$ cat src/rtl/gray_frame_loader.sv
// Gray frame loader: RGB888 stream -> 8-bit luma writes into the Sobel input image memory.
// Optional macro GRAY_LOADER_BYPASS_EN adds bypass_i to store R unmodified for pre-converted sources.
module gray_frame_loader #(
  parameter int DATA_WIDTH = 8,
  parameter int IMG_ROWS   = 4,
  parameter int IMG_COLS   = 4,
  parameter int ADDR_WIDTH = $clog2(IMG_ROWS * IMG_COLS)
) (
  input  logic                  clk_i,
  input  logic                  rst_ni,
`ifdef GRAY_LOADER_BYPASS_EN
  input  logic                  bypass_i,
`endif
  input  logic                  s_valid_i,
  output logic                  s_ready_o,
  input  logic [23:0]           s_rgb_i,
  input  logic                  s_last_i,
  output logic                  mem_wr_en_o,
  output logic [ADDR_WIDTH-1:0] mem_addr_o,
  output logic [DATA_WIDTH-1:0] mem_data_o,
  output logic                  sobel_start_o,
  input  logic                  sobel_finish_i,
  output logic                  frame_err_o
);

  localparam int FRAME = IMG_ROWS * IMG_COLS;
  localparam logic [ADDR_WIDTH-1:0] LAST_IDX = ADDR_WIDTH'(FRAME - 1);

  typedef enum logic [1:0] {
    ST_LOAD,
    ST_DRAIN,
    ST_START,
    ST_WAIT
  } state_e;

  state_e                  state_q;
  logic                    ready_q;
  logic                    start_q;
  logic                    err_q;
  logic [ADDR_WIDTH-1:0]   cnt_q;
  logic                    s1_valid_q;
  logic [ADDR_WIDTH-1:0]   s1_addr_q;
  logic [DATA_WIDTH-1:0]   s1_data_q;
  logic                    wr_en_q;
  logic [ADDR_WIDTH-1:0]   wr_addr_q;
  logic [DATA_WIDTH-1:0]   wr_data_q;

  logic                    accept;
  logic                    is_last_idx;
  logic [15:0]             y_sum;
  logic [DATA_WIDTH-1:0]   pix_d;

  assign accept      = s_valid_i & ready_q;
  assign is_last_idx = (cnt_q == LAST_IDX);

  // Rounded fixed-point BT.601 luma; the maximum sum 65408 fits the 16-bit accumulator.
  assign y_sum = 16'd77  * {8'd0, s_rgb_i[23:16]}
               + 16'd150 * {8'd0, s_rgb_i[15:8]}
               + 16'd29  * {8'd0, s_rgb_i[7:0]}
               + 16'd128;

  // NOTE: every always_comb output gets a default first so no path can infer a latch.
  always_comb begin
    pix_d = DATA_WIDTH'(y_sum >> 8);
`ifdef GRAY_LOADER_BYPASS_EN
    if (bypass_i) pix_d = DATA_WIDTH'(s_rgb_i[23:16]);
`endif
  end

  // NOTE: sequential state uses non-blocking assignments so every register samples pre-edge values.
  always_ff @(posedge clk_i) begin
    if (!rst_ni) begin
      state_q    <= ST_LOAD;
      ready_q    <= 1'b0;
      start_q    <= 1'b0;
      err_q      <= 1'b0;
      cnt_q      <= '0;
      s1_valid_q <= 1'b0;
      s1_addr_q  <= '0;
      s1_data_q  <= '0;
      wr_en_q    <= 1'b0;
      wr_addr_q  <= '0;
      wr_data_q  <= '0;
    end else begin
      s1_valid_q <= accept;
      wr_en_q    <= s1_valid_q;
      start_q    <= 1'b0;
      if (s1_valid_q) begin
        wr_addr_q <= s1_addr_q;
        wr_data_q <= s1_data_q;
      end
      if (accept) begin
        s1_addr_q <= cnt_q;
        s1_data_q <= pix_d;
        if (s_last_i != is_last_idx) err_q <= 1'b1;
        // The counter parks on the final index; only leaving WAIT rewinds it.
        if (!is_last_idx) cnt_q <= cnt_q + 1'b1;
      end
      case (state_q)
        ST_LOAD: begin
          if (accept && is_last_idx) begin
            ready_q <= 1'b0;
            state_q <= ST_DRAIN;
          end else begin
            ready_q <= 1'b1;
          end
        end
        ST_DRAIN: if (s1_valid_q) state_q <= ST_START;
        ST_START: begin
          start_q <= 1'b1;
          state_q <= ST_WAIT;
        end
        ST_WAIT: begin
          if (sobel_finish_i) begin
            cnt_q   <= '0;
            ready_q <= 1'b1;
            state_q <= ST_LOAD;
          end
        end
        default: state_q <= ST_LOAD;
      endcase
    end
  end

  assign s_ready_o     = ready_q;
  assign mem_wr_en_o   = wr_en_q;
  assign mem_addr_o    = wr_addr_q;
  assign mem_data_o    = wr_data_q;
  assign sobel_start_o = start_q;
  assign frame_err_o   = err_q;

endmodule
$ cat config.mk
export PLATFORM = sky130hd
export DESIGN_NAME = gray_frame_loader
export DESIGN_NICKNAME = d
export VERILOG_FILES = /design/src/rtl/gray_frame_loader.sv
export SDC_FILE = /design/constraint.sdc
export NUM_CORES = 1
export LEC_CHECK = 0
export ABC_CLOCK_PERIOD_IN_PS = 21600
export BUFFER_PORTS_ARGS = -buffer_cell sky130_fd_sc_hd__buf_2
export CAP_MARGIN = 20
export CORE_UTILIZATION = 40
export DETAILED_ROUTE_END_ITERATION = 8
export REMOVE_ABC_BUFFERS = 1
export SYNTH_ARGS = -nofsm -noshare
export SYNTH_HDL_FRONTEND = slang
export SYNTH_SLANG_ARGS = --single-unit
export TNS_END_PERCENT = 100
$ cat constraint.sdc
create_clock -name clk_i -period 21.6 [get_ports clk_i]
set_input_delay 2.16 -clock clk_i [delete_from_list [all_inputs] [get_ports clk_i]]
set_output_delay 2.16 -clock clk_i [all_outputs]
set_load 0.02 [all_outputs]
==> reports/qor.yml <==
layout_min_cycle_time_ns: 8.69
cts_buffer_depth: 2
crit_top_cell: "fa_1"
hold_viol_final: 0
area_delta_synth_final_pct: 10.5
async_reset_ff_frac: 0
netlist-cell-type-count: 38
ys_ff_latch: 35
path_max_fanout: 4
drtPass1Iterations: 4
worstReg2RegStart: "cnt_q[0]"
grt_max_degree: 33
path_delay_family: "adder cells"
run_status: "finished clean"
vias_per_cell: 4.81
fin_nets: 720
vias: 3258
tightest_slew_ns: 0.774
timing.fmax_ghz: 0.115
grt-ovfl-total: 0
diodes: 0
startpoint_type: "input pin"
root_buffer: "clkbuf_16"
cts_num_sinks: 35
crit_arrival_ns: 8.85
grt.total_usage: 0.157
whs_ns: 0.465
crit_path_start: "s_rgb_i[12]"
postSynthAreaPerCell_sq_um: 9.47
numCtsBuffers: 5
die_x_microns: 110
final_common_cell: "inv_1"
yosysTopAreaCellShare: 0.268
wl_microns: 8680
fin_setup_tns_ns: 0
r2r_slack_ns: 19.99
placed_area_sq_mm: 0.00503
r2r_end: "state_q[0]"
rows: 39
fill_cells: 1178
synth_edf_count: 0
wl_per_cell_microns: 12.8
cts_hold_buf: 0
dp_hpwl_microns: 7540
synthFlopType: "dfxtp_1"
drive_above_1_share: 0.103
cts_setup_buffers: 0
grt_pass1_wl_microns: 14600
max_stage_delay_ns: 0.52
r2r_cells: 5
cp_cell_sequence: "buf_2, ha_1, ha_1, inv_1, fa_1, fa_1, inv_1, ha_1, xnor2_1, fa_1, fa_1, inv_1, fa_1, inv_1, fa_1, ha_1, ha_1, nand3_2, or3_1, a31oi_2, a41o_2, mux2i_1, o211ai_2, nor3b_1"
drc_errors: 0
die_h_microns: 110
yosysWarnings: 0
drv_cap: 0
final_cell_area_sq_mm: 0.00516
antenna_found_initial: 0
portBuffers: 44
fin_skew_ns: 0.00282
cp.depth: 24
core_sq_mm: 0.0114
cp-endpoint: "s1_data_q[7]"
ant_nets: 0
grt_pass1_vias: 3137
io_pins: 45
worst_skew_pair.late_latency_ns: 0.27
cts_resized: 0
period_share: 0.402
yosysSeqAreaShare: 0.150
setup_violations: 0
syn_inst: 493
yosysTopAreaCell: "ha_1"
h-tree-depth: 2
slowest_stage: "fa_1"
tritoncts: "done"
first_iter_violations: 99
rsz0062_at_grt: "no"
critPathCaptureType: "flop"
place.gp.congestion: 0.787
synth_area_sq_mm: 0.00467
criticalPathCategory: "input pin to flop"
slew_violations: 0
die-area_sq_mm: 0.0121
synthTopCellsByArea: "ha_1, fa_1, dfxtp_1"
critPathBufInv: 5
hold_path_class: "flop to flop"
path_clk_slew_ns: 0.05
max_slew_margin: 0.483
crit_required_ns: 21.76
layout_common_cells: "inv_1, ha_1, fa_1, buf_2, dfxtp_1"
start_util: 0.409
==> worst min-delay path by stage <==
| stage | from | end | slack, ns | cells past startpoint |
|---|---|---|---|---|
| after global placement | s1_addr_q[2] | s1_addr_q[2] | 0.45 | 2 |
| after CTS | s1_addr_q[3] | s1_addr_q[3] | 0.47 | 2 |
| after floorplan | s1_data_q[3] | s1_data_q[3] | 0.44 | 2 |
| after detailed placement | s1_addr_q[3] | s1_addr_q[3] | 0.46 | 2 |
| after global routing | s1_addr_q[2] | s1_addr_q[2] | 0.49 | 2 |
| final | s1_addr_q[2] | s1_addr_q[2] | 0.46 | 2 |
==> cell families after synthesis <==
| logic type | after synthesis | share of synthesized area |
|---|---|---|
| AND/OR/NAND/NOR | 88 | 0.0970 |
| XOR/XNOR | 17 | 0.0319 |
| multiplexers | 16 | 0.0343 |
| buffers and inverters | 120 | 0.0981 |
| adder cells (fa/ha/maj) | 155 | 0.504 |
| flip-flops | 35 | 0.150 |
| AO/OA/AOI/OAI | 62 | 0.0849 |
==> cells in the mapped netlist (2+ instances only) <==
cell type    n
or2_2        2
a21oi_1     18
nand4_1      2
xor2_1       9
nor3_1       6
clkbuf_1     7
mux2i_1     16
o31ai_1      3
xnor2_1      8
inv_1      112
o21bai_1     3
o21a_1       9
fa_1        55
a21boi_0     4
or3_1        3
nand2_1     22
nor2_1      14
o21ai_0     16
and2_1       7
a21o_1       3
dfxtp_1     35
nand3_1      9
ha_1       100
nor2b_1     16
==> registers in the layout (all words and copies together) (netlist names) <==
signal,count
mem_data_o,8
s1_data_q,8
cnt_q,4
mem_addr_o,4
s1_addr_q,4
state_q,2
frame_err_o,1
mem_wr_en_o,1
s1_valid_q,1
s_ready_o,1
sobel_start_o,1
==> worst register-to-register path, stage by stage (launching register included) <==
cell and delay [ns]:
dfxtp_1 0.39, ha_1 0.21, nand3_1 0.24, o21ai_0 0.23
nand2_1 0.13, o311a_1 0.29
==> layout make-up <==
type / instances / area, sq um / share of cell area
clock buffers: 6 / 129 / 0.0250
inverters: 112 / 420 / 0.0815
multi-input cells: 338 / 3510 / 0.680
flip-flops and latches: 35 / 701 / 0.136
well taps: 143 / 179 / 0.0347
repair buffers: 44 / 220 / 0.0427
==> metrics by stage <==
| step | setup WS (ns) | util | instances |
|---|---|---|---|
| 6_report | 12.91 | 0.452 | 678 |
| 2_1_floorplan | 13.14 | - | 485 |
| 3_3_place_gp | 12.76 | 0.441 | 672 |
| 4_1_cts | 12.86 | 0.452 | 678 |
| 3_5_place_dp | 12.58 | 0.441 | 672 |
| 5_1_grt | 12.54 | 0.452 | 678 |
==> routing by layer <==
| metal | part of all wire | track usage |
|---|---|---|
| met2 | 0.49 | 0.261 |
| met4 | 0.012 | 0.0410 |
| met5 | 0 | 0 |
| met1 | 0.47 | 0.214 |
| met3 | 0.023 | 0.0206 |
Power is not shown: default switching activity piles up to over one toggle a cycle in this logic, so the estimate is an artifact.
